--- src/rtl/sel_scan_ctrl.sv ---
// Scan controller driving the 2-bit select of a 2-to-4 decoder, one slot of dwell+1 cycles per value.
// Optional macro SCAN_DIR_EN adds a dir input for down-counting (0,3,2,1,0).
module sel_scan_ctrl #(
    parameter int DWELL_W = 4
) (
    input  logic               clk,
    input  logic               rst,
    input  logic               start,
    input  logic               stop,
    input  logic [DWELL_W-1:0] dwell,
`ifdef SCAN_DIR_EN
    input  logic               dir,
`endif
    output logic [1:0]         sel,
    output logic               sel_valid,
    output logic               busy,
    output logic               wrap
);

    // state    | meaning
    // IDLE     | not scanning, sel parked at 0
    // RUN      | scanning, advancing sel at each slot end
    // STOPPING | stop seen, finishing the current slot
    localparam logic [1:0] IDLE     = 2'd0;
    localparam logic [1:0] RUN      = 2'd1;
    localparam logic [1:0] STOPPING = 2'd2;

    logic [1:0]         state;
    logic [DWELL_W-1:0] cnt;
    logic [DWELL_W-1:0] dwell_q;
    logic [1:0]         next_sel;
    logic               cnt_zero;

    assign cnt_zero = (cnt == '0);

    always_comb begin
`ifdef SCAN_DIR_EN
        next_sel = dir ? (sel - 2'd1) : (sel + 2'd1);
`else
        next_sel = sel + 2'd1;
`endif
    end

    always_ff @(posedge clk or posedge rst) begin
        if (rst) begin
            state     <= IDLE;
            sel       <= 2'd0;
            sel_valid <= 1'b0;
            busy      <= 1'b0;
            wrap      <= 1'b0;
            cnt       <= '0;
            dwell_q   <= '0;
        end else begin
            wrap <= 1'b0;
            case (state)
                IDLE: begin
                    if (start) begin
                        state     <= RUN;
                        sel       <= 2'd0;
                        sel_valid <= 1'b1;
                        busy      <= 1'b1;
                        dwell_q   <= dwell;
                        cnt       <= dwell;
                    end
                end
                RUN: begin
                    if (!cnt_zero) begin
                        cnt <= cnt - 1'b1;
                        if (stop)
                            state <= STOPPING;
                    end else if (stop) begin
                        // slot ends on this edge, so there is nothing left to drain
                        state     <= IDLE;
                        sel       <= 2'd0;
                        sel_valid <= 1'b0;
                        busy      <= 1'b0;
                    end else begin
                        sel  <= next_sel;
                        cnt  <= dwell_q;
                        wrap <= (next_sel == 2'd0);
                    end
                end
                STOPPING: begin
                    if (!cnt_zero) begin
                        cnt <= cnt - 1'b1;
                    end else begin
                        state     <= IDLE;
                        sel       <= 2'd0;
                        sel_valid <= 1'b0;
                        busy      <= 1'b0;
                    end
                end
                default: begin
                    state     <= IDLE;
                    sel       <= 2'd0;
                    sel_valid <= 1'b0;
                    busy      <= 1'b0;
                    cnt       <= '0;
                end
            endcase
        end
    end

endmodule
--- config.mk ---
export PLATFORM = sky130hd
export DESIGN_NAME = sel_scan_ctrl
export DESIGN_NICKNAME = d
export VERILOG_FILES = /design/src/rtl/sel_scan_ctrl.sv
export SDC_FILE = /design/constraint.sdc
export NUM_CORES = 1
export LEC_CHECK = 0
export CORE_UTILIZATION = 38
export CTS_CLUSTER_DIAMETER = 60
export DETAILED_ROUTE_END_ITERATION = 8
export GPL_TIMING_DRIVEN = 0
export MAX_ROUTING_LAYER = met4
export PLACE_DENSITY = 0.6
export SYNTH_ARGS = -nofsm -noshare
export SYNTH_HDL_FRONTEND = slang
export SYNTH_SLANG_ARGS = --single-unit
--- constraint.sdc ---
create_clock -name clk -period 5 [get_ports clk]
set_input_delay 0.5 -clock clk [delete_from_list [all_inputs] [get_ports clk]]
set_output_delay 0.5 -clock clk [all_outputs]
set_load 0.01 [all_outputs]
Yosys cells after proc, flatten, opt, wreduce, memory -nomap -nowiden
Index checks and enable logic that the tools add are counted.
W data, S select, Z words.
{"block": "classes", "n_addsub": 2, "mux": 23, "eq_ne": 8, "reduce_logical": 8}
{"operator": "$mux W2", "count": 8}
{"operator": "$mux W4", "count": 4}
{"operator": "$pmux W2 S3", "count": 2}
{"operator": "$pmux W4 S3", "count": 1}
{"operator": "$ne A2 B2 Y1 const B", "count": 5}
{"operator": "$reduce_and A3 Y1", "count": 3}
{"operator": "$mux W1", "count": 7}
{"operator": "$logic_not A2 Y1", "count": 2}
{"operator": "$logic_not A4 Y1", "count": 1}
{"operator": "$reduce_and A4 Y1", "count": 1}
{"operator": "$sub A4 B1 Y4 const B", "count": 1}
{"operator": "$ne A3 B3 Y1 const B", "count": 1}
{"operator": "$pmux W1 S3", "count": 1}
{"operator": "$add A2 B1 Y2 const B", "count": 1}
{"operator": "$eq A2 B1 Y1 const B", "count": 1}
{"operator": "$eq A2 B2 Y1 const B", "count": 1}
{"operator": "$reduce_and A2 Y1", "count": 1}
{"block": "word_totals", "input_bits": 8, "register_bits": 14, "out_inout_bits": 5, "wordCells": 47}

Depth between registers and ports, before layout
Gate-level depths: netlist (run 1).
{"block": "logic_depth", "word_depth": 5, "depth_mapped": 8, "depth_no_buf": 7}

Worst setup path after synthesis (run 1)
No wires, ideal clock.
{"block": "synth_path", "kind": "flip-flop to flip-flop", "start": "register cnt[0]", "end": "register sel[0]", "n_path_buf": 1, "path_stages_with_launch": 8, "period_less_slack_ps": 1653, "required_ps": 4868, "setup_slack_ps": 3347, "setup_ps": 132, "arrival_ps": 1521, "path_cell_list": "dfrtp_1 inv_1 ha_1 or3b_1 buf_6 a21o_2 a21oi_1 o21ai_1"}
{"block": "synth_between", "elab_chain_cells": 3, "elab_cells_between_ends": 4, "classes_between": "eq/ne (2); reduce/logical (2)"}
{"element": "start: declaration", "line": "29", "source": "logic [DWELL_W-1:0] cnt;"}
{"element": "start signal: assignment", "line": "63", "source": "cnt <= dwell;"}
{"element": "start signal: assignment", "line": "68", "source": "cnt <= cnt - 1'b1;"}
{"element": "start signal: assignment", "line": "79", "source": "cnt <= dwell_q;"}
{"element": "$logic_not A4 Y1 *", "line": "34", "source": "assign cnt_zero = (cnt == '0);"}
{"element": "$ne A2 B2 Y1 (no line)"}
{"element": "$reduce_and A3 Y1 (no line) *"}
{"element": "end signal: assignment", "line": "78", "source": "sel <= next_sel;"}
{"element": "end: declaration", "line": "14", "source": "output logic [1:0] sel,"}
Every way passes the cells marked *; elsewhere a longest branch is shown, timed or not.
A chain may end at the register's enable or synchronous reset.

Worst setup path in the final report (run 1)
{"block": "layout_path", "start": "register cnt[0]", "end": "register cnt[2]"}
{"block": "layout_between", "elab_chain_cells": 3, "elab_cells_between_ends": 8, "classes_between": "add/sub (1); eq/ne (2); mux (3); reduce/logical (2)"}
{"element": "$sub A4 B1 Y4 / $logic_not A4 Y1 (equally long branches)", "line": "68, 85, 34"}
{"element": "$mux W4 (tied with other cells)", "line": "84", "source": "if (!cnt_zero) begin"}
{"element": "$pmux W4 S3 / $reduce_and A3 Y1 (equally long branches)"}
Parallel ways exist; a longest one is shown, timed or not. The select of a mux whose other input is x is not followed.

==> results of run 1 <==
-- worst max path at each step --
stage / end / slack (ns) / from / cells after the start
after detailed placement: cnt[1] / 3.16 / stop / 5
after global routing: cnt[3] / 2.93 / cnt[0] / 7
after floorplan: sel[0] / 3.35 / cnt[0] / 7
after global placement: cnt[3] / 3.17 / stop / 5
final: cnt[2] / 3.14 / cnt[0] / 7
after CTS: cnt[2] / 3.16 / cnt[0] / 7
-- per-stage QoR --
step	setup WS (ns)	hold slack [ns]	instance area, µm²	instances
finish	3.144	0.5106	1031	138
detailed placement	3.162	0.4941	1008	135
global placement	3.166	0.4920	1008	135
CTS	3.157	0.5125	1031	138
global route	2.933	0.5407	1031	138
floorplan	3.347	0.3892	854.6	96
-- layout make-up --
type                    count  area (µm²)
well taps                  27       33.78
inverters                   4       15.01
repair buffers             12       120.1
clock buffers               3       22.52
plain buffers               4       27.53
fillers                   218        1011
multi-input cells          74       461.7
flip-flops and latches     14       350.3
-- layout by cell type, fill, tap and decap left out, types with 2 or more instances in the layout --
cell type,count
a21oi_1,10
clkbuf_4,3
clkdlybuf4s50_1,12
dfrtp_1,14
ha_1,3
inv_1,4
mux2_2,4
nand2_1,11
nand2b_1,2
nand3_1,2
nor2_1,10
nor2b_1,2
nor3_1,4
nor3b_1,2
nor4_1,2
o21ai_0,5
o21ai_1,3
-- flip-flops by register name, summed over array words and instances, names as in the netlist --
name and count:
state 2, busy 1, cnt 4, dwell_q 4, sel 2, wrap 1
-- worst max-delay path, delay by kind of cell (launching register included) --
family / cells / cell delay (ns)
flops: 1 / 0.44
simple gates: 2 / 0.56
buf+inv: 1 / 0.10
fa+ha+maj: 1 / 0.18
compound gates: 3 / 0.46
-- layer usage --
metal | routed length, µm | vias to the layer above | GRT usage (%)
met5 | 0 | - | -
met4 | 40 | 0 | 10.00
met3 | 49 | 4 | 1.869
met2 | 794 | 17 | 26.03
met1 | 884 | 336 | 25.00
li1 | - | 370 | -
-- cell families (layout without fill, tap and decap cells) --
group	Yosys count	count (layout)	share of synthesized area [%]
buffers and inverters	8	23	4.977
AO/OA/AOI/OAI	24	24	17.13
multiplexers	5	5	6.442
XOR/XNOR	1	1	1.025
flip-flops	14	14	41.00
AND/OR/NAND/NOR	41	41	25.04
adder cells (fa/ha/maj)	3	3	4.393
-- report_power, final --
group | internal, µW | switching, µW | total [µW]
Clock | 27.9 | 34.4 | 62.3
Combinational | 178 | 200 | 377
Sequential | 165 | 47.1 | 212
==> results.md, run 1 <==
* Crit path cell chain: inv_1 -> ha_1 -> nor3b_2 -> a21oi_1 -> nor2_1 -> a221o_1 -> o21ai_0
* Rel. slew slack at 64.44%
* Synth top area share at 41.00%
* Max rail drop VDD at 343.2 µV
* Crit path max-delay cell type: nor3b_2
* Data required, critical path at slightly above 5 ns
* Seq cells post-synth at 14
* Core Box Area at about 2000 µm²
* Power after layout at roughly 650 µW
* Share of cells above drive strength 1 at between 10% and 20%
* RSZ-0062 raised after global routing: false
* Primary FF master, synth: dfrtp_1
* Syn Nets at 107
* Wirelength per Cell at 12.82 µm
* Post-synth EDFFs at 0
* Residual DRC at 0
* Final Cycle Share at a little under two fifths
* Number of global-route vias before repair at approximately 710
* Worst hold stages at 1
* Leading area contributor after synthesis: dfrtp_1
* Clock slew at reported path FFs at roughly 0.080 ns
* Avg Inst Size Synth at about 8.9 µm²
* Hold Startpoint: dwell_q[3]
* CP Capture Type: flip-flop
* Crit path time final at roughly 1.9 ns
* Critical R2R Launch: cnt[0]
* Worst EP arrival at 2.01 ns
* Hold Buf Count CTS at 0
* Setup violators final at 0
* First-pass GRT wire length at 3.194 mm
* CTS tree: yes
* Register area share after synthesis at 41.00%
* Starting density of the core at between 40% and 50%
* Largest net degree at the start of global routing at 15
* Reg2reg path depth at 7
* CP max stage delay at between 0.4 and 0.5 ns
* Clk_lat worst skew at 0.28 ns
* Area growth syn-to-layout at 20.64%
* Fmax at 538.7 MHz
* R2R setup slack at about 3.1 ns
* Post-synth top cells: dfrtp_1 (14), nand2_1 (11), a21oi_1 (10), nor2_1 (10), o21ai_0 (5)
* Root Buffer Master: clkbuf_4
* Max-cap viol count at 0
* Synth warn at 0
* Die X at approximately 50 µm
* Die area at roughly 2400 µm²
* Die Height at slightly below 50 µm
* Synth Cell Area at 854.6 µm²
* Status: completed
* Crit path launch type: flip-flop
* Setup bufs post-CTS at 0
* TritonCTS Buffers at 3
* Layout Nets at roughly 120
* Pwr dens at between 600 and 700 nW/µm²
* Cell Rows at 16
* Crit path kind: flip-flop to flip-flop
* Setup Total Neg Slack at 0 ns
* Mapped Cells at 96
* All-Layer GR Usage at 18.18%
* Worst-margin pin slew at roughly 0.53 ns
* Port Buffers at 12
* Count of cell types in the netlist at 33
* Detail Route Antenna Nets at 0
* Top post-synthesis cells by area: dfrtp_1 (41%), a21oi_1 (5.9%), mux2_2 (5.3%)
* Gr ovfl total at 0
* Final GP Congestion at roughly 0.83
* Pleak at 0.0004369 µW
* Top-count cell post-synth: dfrtp_1
* Clock Sink Count at 14
* Htree depth at 1
* Vias/cell at 5.268
* Drt initial violations at 16
* Num ports at 13
* Hold Path Sink: dwell_q[3]
* Layout Skew at about 0.0062 ns
* Clk buf depth at 2
* Hold crit path type: flip-flop to flip-flop
* Post-cts sizing count at 0
* DR vias at roughly 730
* DR pass1 iterations at 4
* Async set or reset register ratio after synthesis at 100.0%
* Initial antenna violation count at 0
* Final core occ at around half
* Ant. Diodes at 0
* Post-DP HPWL at roughly 1.4 mm
* Fin. max-slew vios at 0
* Wirelength, routed at approximately 1.8 mm
* Final hold violation count at 0
* Worst R2R End: cnt[2]
* Crit-path max FO at 8
No activity file was read; power rests on OpenSTA's default activity.
==> run 2, diff against run 1 <==
- clock period: 5 -> 1.8 ns (I/O delays scaled with it)
==> run 2 against run 1 <==
Net effect: clock-buffer cell count did not move; clock power rose to 2.8 times the previous value; clock skew down 0.0028 ns; first-iteration DRC count rose by 25%; flip-flop and latch count stayed put; register-to-register slack worse by 3.1 ns; worst setup slack worse by 3.1 ns; critical path type unchanged; largest cell class unchanged; largest power group unchanged.
==> results.md, run 2 (synthesis gave the netlist of run 1 again) <==
* Share of cells above drive strength 1 at 21.74% (+8.2 points)
* Starting density of the core at 41.85% (unchanged)
* WHS at 0.2351 ns (-0.2754 ns)
* Post-DP HPWL at 1.363 mm (unchanged)
* Met2 wire length at 853 µm (+7.4%)
* Critical R2R Launch: cnt[0]
* Data required, critical path at 1.95 ns (-3.21 ns)
* Rel. slew slack at 64.41% (about the same)
* Max rail drop VDD at 1009 µV (+190%)
* Combinational power share at 60.7% (+2.8 points)
* Residual DRC at 0 (unchanged)
* Clock slew at reported path FFs at 0.08 ns (about the same)
* Met3 wire len at 95 µm (+94%)
* Die Height at 49.42 µm (unchanged)
* Port Buffers at 12 (unchanged)
* Initial antenna violation count at 0 (unchanged)
* Placed cells at 135 (unchanged)
* Htree depth at 1 (unchanged)
* Pwr dens at 1810 nW/µm² (+190%)
* Ant. Diodes at 0 (unchanged)
* Die X at 49.42 µm (unchanged)
* Pleak at 0.0004560 µW (+4.4%)
* Final GP Congestion at 0.8331 (unchanged)
* All-Layer GR Usage at 18.52% (+0.34 points)
* Uppermost layer routed: met4
* Crit path kind: flip-flop to flip-flop
* Pint at 1124 µW (+200%)
* Num ports at 13 (unchanged)
* Critical path launch point: cnt[0]
* Cell Rows at 16 (unchanged)
* Status: completed
* Crit path launch type: flip-flop
* Layout Skew at 0.003400 ns (-0.002813 ns)
* Final hold violation count at 0 (unchanged)
* Die area at 2442 µm² (unchanged)
* DR pass1 iterations at 4 (unchanged)
* Crit path max-delay cell type: dfrtp_2
* Detail Route Antenna Nets at 0 (unchanged)
* Fin. max-slew vios at 0 (unchanged)
* Setup violators final at 0 (unchanged)
* CP max stage delay at 0.42 ns (-0.03 ns)
* Crit-path max FO at 5 (-3)
* Wirelength per Cell at 13.45 µm (+4.9%)
* Largest net degree at the start of global routing at 15 (unchanged)
* Crit path cell chain: inv_2 -> ha_4 -> or3b_4 -> buf_6 -> a21o_2 -> a21oi_1 -> o21ai_1
* Final Cycle Share at 96.22% (+59 points)
* Area growth syn-to-layout at 26.94%
* Clk_lat worst skew at 0.28 ns (about the same)
* Top flop regs: cnt x4, dwell_q x4
* TritonCTS Buffers at 3 (unchanged)
* Clk buf depth at 2 (unchanged)
* Vias/cell at 5.324 (+1.1%)
* Hold crit path type: input pin to asynchronous set/reset pin
* Most frequent cells in the layout: dfrtp_1 (13), clkdlybuf4s50_1 (12), nand2_1 (11)
* First-pass GRT wire length at 3.256 mm (+1.9%)
* Clk network pwr share at 8.8% (-0.8 points)
* Worst EP arrival at 1.88 ns (-0.13 ns)
* Number of global-route vias before repair at 715 (+0.56%)
* Switching power at 839.5 µW (+200%)
* Core Box Area at 2042 µm² (unchanged)
* WL met1 at 919 µm (+4.0%)
* Gr ovfl total at 0 (unchanged)
* Part of the power in registers at 30.5% (-2.1 points)
* Crit path time final at 1.732 ns (-0.1243 ns)
* Worst-margin pin slew at 0.5332 ns (+0.0004137 ns)
* CTS tree: yes
* Sw frac at 42.74% (-0.37 points)
* Fmax at 577.4 MHz (+7.2%)
* Drt initial violations at 20 (+4)
* Root Buffer Master: clkbuf_4
* Layout Cells excl Fill at 142 (+2.9%)
* Max-cap viol count at 0 (unchanged)
* Most common cell after layout, fill and taps aside: dfrtp_1
* CP Capture Type: flip-flop
* Clock Sink Count at 14 (unchanged)
* Layout Nets at 128 (+3.2%)
* Wirelength, routed at 1.910 mm (+8.0%)
* FILL cells at 215 (-1.4%)
* DR vias at 756 (+4.0%)
==> run 2: cell types whose count changed in the layout (fill, tap and decap cells not counted), sizes merged <==
cell  previous run  this run
buf              3         7
==> run 2: critical path, delay by kind of cell, from the launching register on <==
kind            cells  cell delay (ns)
fa+ha+maj           1             0.14
compound gates      3             0.42
simple gates        1             0.39
buf+inv             2             0.24
flops               1             0.42
==> run 2: repair_timing <==
action / in CTS / in global routing
endpoints found under the setup margin: 5 / 6
cloned: 0 / 1
pin swaps: 0 / 2
hold buffers: 0 / 0
buffers inserted: 0 / 3
resized for setup: 3 / 7
==> run 2: through the flow <==
stage	utilization, %	worst slack [ns]	TNS [ns]	instance area, µm²	total power (µW)
finish	53.13	0.06795	0	1085	1964
floorplan	-	0.1472	0	854.6	1352
detailed placement	49.39	-0.02753	-0.09337	1008	1650
global route	53.13	-0.01596	-0.01799	1085	2161
global placement	49.39	0.0008437	0	1008	1631
CTS	50.92	0.01868	0	1040	1853
==> run 2: power groups by stage <==
stage / registers [µW] / clock network [µW] / logic [µW]
CTS: 601 / 176 / 1080
detailed placement: 599 / 0 / 1050
floorplan: 584 / 0 / 768
finish: 599 / 172 / 1190
global placement: 591 / 0 / 1040
global route: 627 / 186 / 1350
==> run 2: final timing paths <==
| path | cells past startpoint | endpoint | slack [ns] |
|---|---|---|---|
| max | 7 | sel[0] | 0.07 |
| min | 2 | cnt[3] | 0.24 |
| max reg2reg | 7 | sel[0] | 0.07 |
| min reg2reg | 1 | dwell_q[3] | 0.51 |
| max in group asynchronous | 2 | cnt[0] | 1.18 |
| min in group clk | 1 | dwell_q[3] | 0.51 |
==> run 2: layout make-up <==
| type | count | area, µm² | area share [%] |
|---|---|---|---|
| clock buffers | 3 | 22.52 | 2.076 |
| multi-input cells | 74 | 486.7 | 44.87 |
| well taps | 27 | 33.78 | 3.114 |
| flip-flops and latches | 14 | 351.6 | 32.41 |
| repair buffers | 16 | 147.6 | 13.61 |
| inverters | 4 | 15.01 | 1.384 |
| plain buffers | 4 | 27.53 | 2.537 |
==> run 2: metal layers <==
layer  global-route usage (%)  vias up
met5                        -        -
met4                    10.00        0
met3                    1.869        4
met2                    26.48       22
met1                    25.58      356
li1                         -      374
==> edit 1: new RTL, config.mk and constraints of run 2 <==
The option `SCAN_DIR_EN` is turned on by a define.
--- a/src/rtl/sel_scan_ctrl.sv
+++ b/src/rtl/sel_scan_ctrl.sv
@@ -1,4 +1,6 @@
 // Scan controller driving the 2-bit select of a 2-to-4 decoder, one slot of dwell+1 cycles per value.
 // Optional macro SCAN_DIR_EN adds a dir input for down-counting (0,3,2,1,0).
+`define SCAN_DIR_EN
+
 module sel_scan_ctrl #(
     parameter int DWELL_W = 4
Ports: changed (added dir); port bits go from 13 to 14. The function was not compared with the original's and may differ.
==> edit 1 against run 2 <==
  * The flow now finishes with violations (setup timing)
  * Power grew 5.6%
  * Critical path depth is the same
  * Sequential share of layout area fell by 2.6 points
  * Sequential cell count stayed put
  * Worst setup slack got worse by 110 ps
  * Maximum frequency is 6.0% lower
  * Via count rose by 7.1%
  * Final area is 8.3% higher
  * Sequential power decreased by 3.3%
  * Non-clock buffer count grew 10
  * Routed wire length increased by 13%
  * Clock power up 5%
  * Area after synthesis increased by 2.2%
  * Critical endpoint unchanged
  * Highest routed layer unchanged
==> edit 1: results (changes against run 2) <==
placed instance area = 0.001046 mm^2 (+3.7%)
CTS HTree Levels = 1 (unchanged)
P_seq = 0.579 mW (-3.3%)
relative slew slack = 63.43% (-0.99 points)
I/O Buffers = 13 (+1)
Critical Path AT = 2060 ps (+180 ps)
DP HPWL = 1407 um (+3.2%)
Layout Skew = 8.018 ps (+4.618 ps)
Switch Pwr = 0.8446 mW (+0.61%)
Crit path largest cell delay = 400 ps (-20 ps)
power in combinational cells = 1.31 mW (+10%)
Post-Place Worst Slack = -175.4 ps (-147.9 ps)
Post-Synth Adder-Cell Area = 4.298% (-0.094 points)
routability cong. = 0.8589 (+3.1%)
# fillers = 185 (-14%)
Post-Synth XOR/XNOR Area = 1.003% (-0.022 points)
slowest cell on the critical path = dfrtp_1
Seq pwr share = 27.9% (-2.6 points)
Finish-stage setup viols = 1 (+1)
register area share after synthesis = 40.11% (-0.88 points)
P_leak = 0.5073 nW (+11%)
Max IR drop VDD = 0.0009589 V (-5.0%)
setup_tns = -43.34 ps (-43.34 ps)
Pwr Density = 1765 mW/mm^2 (-2.5%)
CP Max Fanout = 7 (+2)
DR iter-0 viols = 36 (+80%)
CTS Buf Count = 3 (unchanged)
total number of vias = 810 (+7.1%)
status = finished, violations left
Final WS setup = -43.34 ps (-111.3 ps)
placed insts = 135 (unchanged)
Hold WS = 228.7 ps (-6.385 ps)
largest registers = cnt (4), dwell_q (4)
failing checks = setup timing
post-route insts no fill = 149 (+4.9%)
mux contribution to synthesized area = 6.304% (-0.14 points)
Syn Inst Count = 95 (-1.0%)
Compound-Gate Fraction of Synth Area = 23.64% (+6.5 points)
Post-synth top cells = dfrtp_1 (14), inv_1 (7), nand2_1 (7), nor2_1 (6)
GRT Util Overall = 20.72% (+2.2 points)
layout cells sized above 1 = 23.77% (+2.0 points)
number of global-route vias before repair = 740 (+3.5%)
top post-synthesis cells by area = dfrtp_1 (40%), mux2_2 (5.2%), ha_1 (4.3%)
WL/cell = 14.51 um (+7.9%)
first-pass GRT wire length = 3732 um (+15%)
Netlist cell types = 37 (+12%)
==> edit 1: changes by cell type in the layout (fill, tap and decap cells not counted), sizes merged, moves of 3 or more <==
cell / before / now
nand2: 11 / 7
a22o: 0 / 3
inv: 4 / 7
nor2: 11 / 6
clkbuf: 4 / 7
a21oi: 11 / 5
a2bb2oi: 0 / 3
o21ai: 8 / 5
buf: 7 / 13
==> edit 1: area by class of cell <==
class                           instances  share of cell area, %
Multi-Input combinational cell         68                  41.96
Sequential cell                        14                  29.82
Timing Repair Buffer                   24                  18.10
Buffer                                  6                  3.088
Tap cell                               27                  2.875
Inverter                                7                  2.236
Clock buffer                            3                  1.917
==> edit 1: what timing repair did <==
action / in CTS / in global routing
hold buffers: 0 / 0
endpoints found under the hold margin: 0 / 0
setup endpoints to repair: 5 / 6
gates resized for setup: 3 / 8
buffers inserted: 6 / 5
pin swaps: 2 / 4
==> edit 1: kinds of logic after synthesis <==
kind of cell	after synthesis
adder cells (fa/ha/maj)	3
multiplexers	5
flip-flops	14
buffers and inverters	13
AND/OR/NAND/NOR	30
AO/OA/AOI/OAI	29
XOR/XNOR	1
==> edit 1: metal layers <==
layer	up-vias	global-route usage, %	share of wire, %
met1	386	27.84	47
met3	2	5.864	4.3
met4	0	6.667	0.79
li1	404	-	-
met5	-	-	0
met2	18	29.73	48
==> edit 1: worst max path at each step <==
stage / from / endpoint / cells past startpoint
floorplan: cnt[0] / sel[0] / 7
global placement: cnt[0] / cnt[0] / 7
detailed placement: cnt[0] / cnt[0] / 7
CTS: cnt[0] / sel[0] / 7
global route: cnt[1] / sel[0] / 7
finish: cnt[0] / sel[0] / 7
==> edit 1: worst max-delay path: cells and delay by family (launching register included) <==
family          cells  cell delay (ps)
buf+inv             2              230
simple gates        2              650
fa+ha+maj           1              130
compound gates      2              380
flops               1              400
==> edit 2: new RTL, settings of run 2 <==
Without the edit above. Make the reset (`rst`) synchronous in one clocked block.
--- a/src/rtl/sel_scan_ctrl.sv
+++ b/src/rtl/sel_scan_ctrl.sv
@@ -42,5 +42,5 @@
     end
 
-    always_ff @(posedge clk or posedge rst) begin
+    always_ff @(posedge clk) begin
         if (rst) begin
             state     <= IDLE;
Formal check against the unedited RTL: differs if rst is asserted again (counterexample within 4 cycles, from zero or initial values and one cycle with rst high); with rst held inactive, the same outputs for 10 cycles.
==> edit 2 against run 2 <==
  * Worst setup slack gained 46 ps
  * Hold slack gained 270 ps
  * Global-route usage shrank 1.9 points
  * Area after synthesis shrank 0.29%
  * Synthesized cell count grew 2.1%
  * Sequential cell count is the same
  * Routed wire length shrank 4.6%
  * Critical path depth is the same
  * Final area shrank 2.7%
  * Cell count shrank 0.70%
  * Critical endpoint is now cnt[2]
Power is not compared: it rests on default switching activity, and its combinational part moved more than twofold at a synthesized area within 25%.
==> edit 2: results (changes against run 2) <==
status = finished clean
yosys warns = 0 (unchanged)
CTS HTree Levels = 1 (unchanged)
fraction of registers with async set/reset = 0% (-100 points)
syn nets = 109 (+1.9%)
slowest cell on the critical path = or3b_1
WHS Endpoint = cnt[0]
startpoint of the worst hold path = cnt[0]
Final nets = 126 (-1.6%)
Root Driver = clkbuf_4
Worst Reg-to-Reg Cells = 7 (unchanged)
drt total wl = 1823 um (-4.6%)
Hold WS = 507.1 ps (+272.0 ps)
CTS Buf Count = 3 (unchanged)
placed instance area = 0.001006 mm^2 (-0.25%)
n_diodes = 0 (unchanged)
number of global-route vias before repair = 667 (-6.7%)
first-pass GRT wire length = 2953 um (-9.3%)
Max IR drop VDD = 0.0004662 V
Critical Path AT = 1870 ps
Min-Delay Path Depth = 1
CTS clk-pin slew, worst paths = 90 ps
r2r setup slk = 110 ps (+50 ps)
P_leak = 0.4044 nW
register area share after synthesis = 32.89% (-8.1 points)
# fillers = 217 (+0.93%)
top post-synthesis cells by area = dfxtp_1 (33%), a21oi_1 (5.9%), mux2i_1 (5.9%)
Layout Skew = 13.12 ps (+9.722 ps)
layout cells sized above 1 = 16.67% (-5.1 points)
DR iter-0 viols = 11 (-45%)
largest registers = cnt (4), dwell_q (4)
I/O Buffers = 12 (unchanged)
routability cong. = 0.8732 (+4.8%)
pin count of the biggest net entering global routing = 11 (-4)
mean number of vias per cell = 5.383 (+1.1%)
Post-synth top cells = dfxtp_1 (14), nor2_1 (11), a21oi_1 (10), nor3_1 (6), mux2i_1 (5)
R2R Path End = cnt[2]
number of detailed-route iterations in the first pass = 4 (unchanged)
GRT Util Overall = 16.63% (-1.9 points)
Hold/Removal Path Class = flip-flop to flip-flop
DP HPWL = 1337 um (-1.9%)
relative slew slack = 58.58% (-5.8 points)
Netlist cell types = 37 (+12%)
initial antenna violation count = 0 (unchanged)
Crit path largest cell delay = 360 ps (-60 ps)
worst-skew pair later-pin latency = 290 ps
Crit Reg-Reg Startpoint = cnt[0]
ys flop type = dfxtp_1
clk buf depth = 2 (unchanged)
CP Max Fanout = 6 (+1)
==> edit 2: cell types whose count changed after synthesis, moves of 3 or more <==
cell | run 2 | this run
o2bb2ai_1 | 0 | 3
nand2_1 | 11 | 4
mux2_2 | 4 | 1
dfrtp_1 | 14 | 0
o21ai_0 | 5 | 0
dfxtp_1 | 0 | 14
mux2i_1 | 1 | 5
==> edit 2: how the worst max path moves through the flow <==
stage                       from      to  depth (start not counted)
final                     cnt[0]  cnt[2]                          7
after global routing      cnt[0]  cnt[2]                          7
after CTS                 cnt[0]  cnt[2]                          7
after detailed placement  cnt[0]  cnt[2]                          7
after global placement    cnt[0]  cnt[2]                          7
after floorplan           cnt[0]  cnt[2]                          7
==> edit 2: layer usage <==
| metal | global-route usage (%) | vias to the layer above | part of all wire (%) | wire, um |
|---|---|---|---|---|
| met5 | - | - | 0 | 0 |
| met4 | 4.412 | 0 | 0.66 | 12 |
| met3 | 5.607 | 2 | 6.1 | 111 |
| met2 | 27.63 | 24 | 47 | 862 |
| met1 | 18.94 | 341 | 46 | 837 |
| li1 | - | 392 | - | - |
==> edit 2: worst max-delay path, delay by kind of cell, from the launching register on <==
kind | cells | cell delay [ps]
fa+ha+maj | 1 | 160
mux | 1 | 300
buf+inv | 2 | 240
simple gates | 1 | 360
compound gates | 2 | 200
flops | 1 | 350
==> edit 2: repair_timing <==
action,4_1_cts,5_1_grt
gates resized for setup,2,3
setup endpoints to repair,1,2
setup buffers,0,0
pin swaps,1,0
==> edit 2: cell type report <==
class | count | area, um^2 | area share [%]
Clock buffer | 4 | 36.28 | 3.436
Multi-Input combinational cell | 74 | 531.8 | 50.36
Tap cell | 27 | 33.78 | 3.199
Buffer | 6 | 37.54 | 3.555
Timing Repair Buffer | 12 | 120.1 | 11.37
Sequential cell | 14 | 281.5 | 26.66
Inverter | 4 | 15.01 | 1.422
==> edit 2: logic make-up after synthesis <==
| logic type | after synthesis | share of synthesized area, % |
|---|---|---|
| AO/OA/AOI/OAI | 26 | 21.73 |
| XOR/XNOR | 1 | 1.028 |
| adder cells (fa/ha/maj) | 3 | 4.406 |
| buffers and inverters | 10 | 6.166 |
| flip-flops | 14 | 32.89 |
| multiplexers | 7 | 8.957 |
| AND/OR/NAND/NOR | 37 | 24.82 |
==> edit 2: report_power, final <==
part           total [mW]  switching, mW  leakage [nW]  internal [mW]
logic               0.354          0.166         0.268          0.188
clock network       0.230          0.107        0.0210          0.123
registers           0.379         0.0357         0.116          0.343
total               0.963          0.309         0.404          0.655
==> edit 2: through the flow <==
stage	util (%)	instances	setup slack [ps]
after floorplan	-	98	87.79
after global placement	49.26	137	-25.59
after detailed placement	49.26	137	-29.08
after CTS	51.65	141	23.40
after global routing	51.72	141	24.50
final	51.72	141	114.0
